File: src/rtl/ntt_stage_sched.sv
// ntt_stage_sched: in-place NTT butterfly sequencer for one PE; NTT_SCHED_HOLD_EN adds an issue-stall input hold
`ifndef DATA_SIZE_ARB
`define DATA_SIZE_ARB 32
`endif
module ntt_stage_sched #(
  parameter int LOGN   = 8,
  parameter int RD_LAT = 1,
  parameter int PE_LAT = 4
) (
  input  logic                      clk,
  input  logic                      reset,
  input  logic                      start,
`ifdef NTT_SCHED_HOLD_EN
  input  logic                      hold,
`endif
  input  logic [`DATA_SIZE_ARB-1:0] q_cfg,
  output logic [`DATA_SIZE_ARB-1:0] q,
  output logic                      rd_en,
  output logic [LOGN-1:0]           rd_top_addr,
  output logic [LOGN-1:0]           rd_bot_addr,
  output logic [LOGN-1:0]           tw_addr,
  output logic                      wr_en,
  output logic [LOGN-1:0]           wr_top_addr,
  output logic [LOGN-1:0]           wr_bot_addr,
  output logic [LOGN-1:0]           stage,
  output logic                      busy,
  output logic                      done
);
  localparam int N = 1 << LOGN;
  localparam int TOT_LAT = RD_LAT + PE_LAT;
  localparam logic [LOGN-1:0] ONE = LOGN'(1);
  localparam logic [LOGN-1:0] HALF0 = LOGN'(N / 2);
  localparam logic [LOGN-1:0] LAST_B = LOGN'(N / 2 - 1);
  localparam logic [LOGN-1:0] LAST_S = LOGN'(LOGN - 1);
  localparam logic [7:0] LAST_D = 8'(TOT_LAT - 1);

  typedef enum logic [1:0] {S_IDLE, S_ISSUE, S_DRAIN, S_DONE} state_t;
  state_t st, st_n;
  logic [LOGN-1:0] s, b, half, j, g, top;
  logic [7:0] dcnt;
  logic stall;
  logic vp [TOT_LAT];
  logic [LOGN-1:0] tp [TOT_LAT];
  logic [LOGN-1:0] bp [TOT_LAT];

`ifdef NTT_SCHED_HOLD_EN
  assign stall = hold;
`else
  assign stall = 1'b0;
`endif

  assign stage = s;
  assign busy = st != S_IDLE;
  assign wr_en = vp[TOT_LAT-1];
  assign wr_top_addr = tp[TOT_LAT-1];
  assign wr_bot_addr = bp[TOT_LAT-1];

  // butterfly addressing: group g, offset j within group, span half
  always_comb begin
    half = HALF0 >> s;
    j = b & (half - ONE);
    g = b >> (LAST_S - s);
    top = (g << (LOGN - int'(s))) | j;
    rd_top_addr = (st == S_ISSUE) ? top : '0;
    rd_bot_addr = (st == S_ISSUE) ? top + half : '0;
    tw_addr = (st == S_ISSUE) ? (ONE << s) + g : '0;
  end

  // next state, read strobe and done pulse
  always_comb begin
    st_n = st;
    rd_en = 1'b0;
    done = 1'b0;
    case (st)
      S_IDLE:  st_n = start ? S_ISSUE : S_IDLE;
      S_ISSUE: begin
        rd_en = !stall;
        st_n = (!stall && b == LAST_B) ? S_DRAIN : S_ISSUE;
      end
      S_DRAIN: st_n = (dcnt == LAST_D) ? ((s == LAST_S) ? S_DONE : S_ISSUE) : S_DRAIN;
      default: begin
        done = 1'b1;
        st_n = S_IDLE;
      end
    endcase
  end

  // state, counters and latched modulus
  always_ff @(posedge clk or negedge reset) begin
    if (!reset) begin
      st <= S_IDLE;
      s <= '0;
      b <= '0;
      dcnt <= '0;
      q <= '0;
    end else begin
      st <= st_n;
      if (st == S_IDLE && start) begin
        q <= q_cfg;
        s <= '0;
        b <= '0;
      end
      if (rd_en) b <= (b == LAST_B) ? '0 : b + ONE;
      dcnt <= (st == S_DRAIN) ? dcnt + 8'd1 : '0;
      if (st == S_DRAIN && st_n == S_ISSUE) s <= s + ONE;
    end
  end

  // read-to-write delay line matching memory plus PE latency
  always_ff @(posedge clk or negedge reset) begin
    if (!reset) begin
      for (int i = 0; i < TOT_LAT; i++) begin
        vp[i] <= 1'b0;
        tp[i] <= '0;
        bp[i] <= '0;
      end
    end else begin
      vp[0] <= rd_en;
      tp[0] <= rd_top_addr;
      bp[0] <= rd_bot_addr;
      for (int i = 1; i < TOT_LAT; i++) begin
        vp[i] <= vp[i-1];
        tp[i] <= tp[i-1];
        bp[i] <= bp[i-1];
      end
    end
  end
endmodule
File: config.mk
export PLATFORM = sky130hd
export DESIGN_NAME = ntt_stage_sched
export DESIGN_NICKNAME = d
export VERILOG_FILES = /design/src/rtl/ntt_stage_sched.sv
export SDC_FILE = /design/constraint.sdc
export NUM_CORES = 1
export LEC_CHECK = 0
export ABC_AREA = 1
export BUFFER_PORTS_ARGS = -buffer_cell sky130_fd_sc_hd__buf_2
export CAP_MARGIN = 20
export CELL_PAD_IN_SITES_DETAIL_PLACEMENT = 1
export CELL_PAD_IN_SITES_GLOBAL_PLACEMENT = 1
export CORE_UTILIZATION = 35
export DETAILED_ROUTE_END_ITERATION = 16
export PLACE_DENSITY_LB_ADDON = 0.1
export SLEW_MARGIN = 20
export SYNTH_ARGS = -nofsm -noshare
export SYNTH_HDL_FRONTEND = slang
export SYNTH_SLANG_ARGS = --single-unit
export TNS_END_PERCENT = 5
File: constraint.sdc
create_clock -name clk -period 13.6 [get_ports clk]
set_clock_uncertainty 0.2 [all_clocks]
set_input_delay 3.4 -clock clk [delete_from_list [all_inputs] [get_ports clk]]
set_output_delay 3.4 -clock clk [all_outputs]
set_load 0.02 [all_outputs]
==> key figures <==
Worst setup path
  – Nature of the critical path endpoint: output pin
  – Slowest cell on the critical path: sky130_fd_sc_hd__dfrtp_1
  – Cell count of the worst reg-to-reg path: 24
  – Crit Reg-Reg Endpoint: bp[39]
  – Critical path peak fanout: 21
  – Critical path data required time: 10,000 ps
  – Critical Setup Path Class: reg -> out
  – Largest stage delay on the critical path: 780 ps
  – Minimum setup slack among reg-to-reg paths: 8700 ps
  – Library cell appearing most often on the critical path: sky130_fd_sc_hd__nor2_1
  – Reg2Reg Launch Point: stage[0]
  – Kind of launch point of the worst setup path: flip-flop
  – Crit path arrival time: 5190 ps
  – Launch point of the worst path: stage[0]

Final layout
  – Number of antenna diodes: 0
  – Area Overhead vs Synth: 20.2%
  – Fraction of final layout cells sized beyond drive strength 1: 22.7%
  – Final core area utilization: 42.9%
  – Commonest cells after routing, fill and taps aside: 181 x sky130_fd_sc_hd__nand2_1, 143 x sky130_fd_sc_hd__dfrtp_1, 117 x sky130_fd_sc_hd__buf_2, 68 x sky130_fd_sc_hd__inv_1, 58 x sky130_fd_sc_hd__nor2_1
  – Nets: 876
  – Most common library cell in the layout ignoring fill and taps: sky130_fd_sc_hd__nand2_1
  – Final cell count without fillers: 1,058

Logic synthesis
  – Synthesized area: 6440 sq um
  – Number of enable-type register cells in the synthesized netlist: 0
  – Cells taking the most area after synthesis: sky130_fd_sc_hd__dfrtp_1 56%, sky130_fd_sc_hd__nand2_1 11%, sky130_fd_sc_hd__ha_1 4.5%, sky130_fd_sc_hd__inv_1 4.0%, sky130_fd_sc_hd__nor2_1 3.4%
  – Fraction of registers with async set/reset: 100%
  – Number of flip-flops and latches in the synthesized netlist: 143
  – Average cell area after synthesis: 9.09 sq um
  – Netlist cell types: 40
  – Ys flop type: sky130_fd_sc_hd__dfrtp_1
  – Gate Count Post-Synth: 708
  – Warning count from the yosys run: 0
  – Net count after synthesis: 768
  – Cell taking the most area after synthesis: sky130_fd_sc_hd__dfrtp_1
  – Sequential element share of the synthesized area: 55.6%
  – Fraction of synthesized cell area taken by the top area cell type: 55.6%

Timing
  – Period minus WS final: 8790 ps
  – Unrepaired setup endpoints after global routing: no
  – Slew Limit Headroom: 35.0%
  – Setup Total Neg Slack: 0 ps
  – Number of slew-limit violations in the final report: 0
  – Post-route clock period utilization: 64.6%
  – Fin worst setup slack: 4810 ps
  – Final Hold Viols: 0
  – Setup-failing EPs final: 0
  – Highest clock rate: 0.114 GHz
  – Slew at the pin closest to its max-slew limit: 970 ps

Route
  – DRT Pass-1 Iters: 4
  – Routed wire length: 16,800 um
  – Routed length per instance: 15.8 um
  – Via count normalized by instance count: 4.77
  – Drc violations: 0
  – Antenna Nets Post-Route: 0
  – Via count of the routed design: 5,046
  – DR iter-0 viols: 197

Job
  – Max-cap viol count: 0

Clocking
  – Clk buf depth: 2
  – CTS tree: built
  – Root Buffer Master: sky130_fd_sc_hd__clkbuf_16
  – Clock insertion delay at the later pin of the skew report: 420 ps
  – Post-cts repair resize count: 0
  – Clock slew at the register clock pins of the worst setup and hold paths: 60 ps
  – Quantity of hold-fixing buffers added after cts: 0
  – # clock sinks: 143
  – Post-CTS Setup Bufs: 0
  – Number of levels the H-tree was split into: 4
  – Number of buffers added by the clock tree synthesis step: 17

Place
  – Worst setup timing slack at the placement stage: 5270 ps
  – Port Buffers: 118
  – HPWL after DPL: 12,400 um
  – Dpl cells: 1,026
  – Routability congestion estimate: 0.811

Die
  – Core area: 18,000 sq um
  – Die outline width: 138 um
  – Die outline area: 18,900 sq um
  – Boundary pin count: 119
  – Starting density of the core: 35.7%
  – Die extent in y: 138 um
  – Number of placement rows: 49

Min path
  – Type of the tightest min-delay check: reg -> reg
  – Endpoint of the worst hold path: tp[23]
  – Min-delay src: tp[31]
  – Hold Crit Depth: 0

Global route
  – Total global routing overflow: 0
  – Global-route wire length before repair: 27,000 um
  – Antenna violations before repair: 0
  – Maximum number of pins on one net before global-route repair: 81
  – Vias in the first global route: 5,248
  – Total global routing track utilization: 18.7%

Power and ir drop
  – Cell leakage power: 3.97 nW
  – Areal power density over the cells: 117 nW/um^2
  – Worst VDD drop: 0.0833 mV

Outcome
  – Outcome: completed
[per-layer routing]
| layer | GRT usage (%) | routed length (um) | up-vias |
|---|---|---|---|
| li1 | - | - | 2478 |
| met1 | 24.7 | 7920 | 2461 |
| met5 | 0 | 0 | - |
| met3 | 3.94 | 694 | 13 |
| met4 | 5.01 | 151 | 0 |
| met2 | 30.8 | 8000 | 94 |
[flip-flops by register name, summed over array words and instances (netlist names)]
signal / count
st: 2
tp: 32
wr_bot_addr: 8
bp: 32
wr_top_addr: 8
stage: 8
wr_en: 1
q: 32
b: 8
vp: 4
dcnt: 8
[per-stage QoR]
stage | area [sq um] | total power [mW] | hold slack [ps]
2_1_floorplan | 6440 | 0.433 | 131
3_3_place_gp | 7150 | 0.447 | 131
3_5_place_dp | 7150 | 0.447 | 136
4_1_cts | 7740 | 0.921 | 140
5_1_grt | 7740 | 0.939 | 145
6_report | 7740 | 0.903 | 143
[cells in the mapped netlist (7+ instances only)]
library cell                 n
sky130_fd_sc_hd__a21oi_1    37
sky130_fd_sc_hd__buf_4      17
sky130_fd_sc_hd__clkbuf_1    8
sky130_fd_sc_hd__dfrtp_1   143
sky130_fd_sc_hd__ha_1       23
sky130_fd_sc_hd__inv_1      68
sky130_fd_sc_hd__nand2_1   181
sky130_fd_sc_hd__nand3_1    41
sky130_fd_sc_hd__nand3_2     7
sky130_fd_sc_hd__nand4_1    10
sky130_fd_sc_hd__nor2_1     58
sky130_fd_sc_hd__nor3_1     16
sky130_fd_sc_hd__o21ai_0    23
sky130_fd_sc_hd__o22ai_1    12
sky130_fd_sc_hd__xor2_1      8
[power by group]
group	total (mW)	leakage [nW]	internal (mW)	switching, mW
Clock	0.465	0.287	0.262	0.202
Sequential	0.425	1.72	0.425	0
Combinational	0.0132	1.97	0.00373	0.00946
Total	0.903	3.97	0.691	0.212
[kinds of logic after synthesis]
group	Yosys count	share of synthesized area, %
DFF	143	55.6
xor gates and xnor gates	11	1.50
adders and majority gates	25	5.09
buffers and inverters	110	7.66
AOI/OAI and AO/OA	83	7.06
and+or+nand+nor	336	23.1
[critical path, delay by kind of cell (launching register included)]
kind                       cells  cell delay (ps)
buffers and inverters          5             1030
DFF                            1              780
and+or+nand+nor               14             1760
xor gates and xnor gates       1              110
AOI/OAI and AO/OA              3              420
adders and majority gates      2              650
[final cells by class]
class                           instances  area [sq um]
Inverter                               78           295
Timing Repair Buffer                  121           619
Sequential cell                       143          3580
Multi-Input combinational cell        455          2370
Clock buffer                           17           425
Clock inverter                         15           165
Fill cell                            2150         10300
Tap cell                              229           287
[worst max-delay path by stage]
stage,end
after detailed placement,rd_bot_addr[7]
after floorplan,rd_bot_addr[7]
final,rd_bot_addr[7]
after global placement,rd_bot_addr[7]
after CTS,rd_bot_addr[7]
after global routing,rd_bot_addr[7]
(Power assumes the default switching activity.)
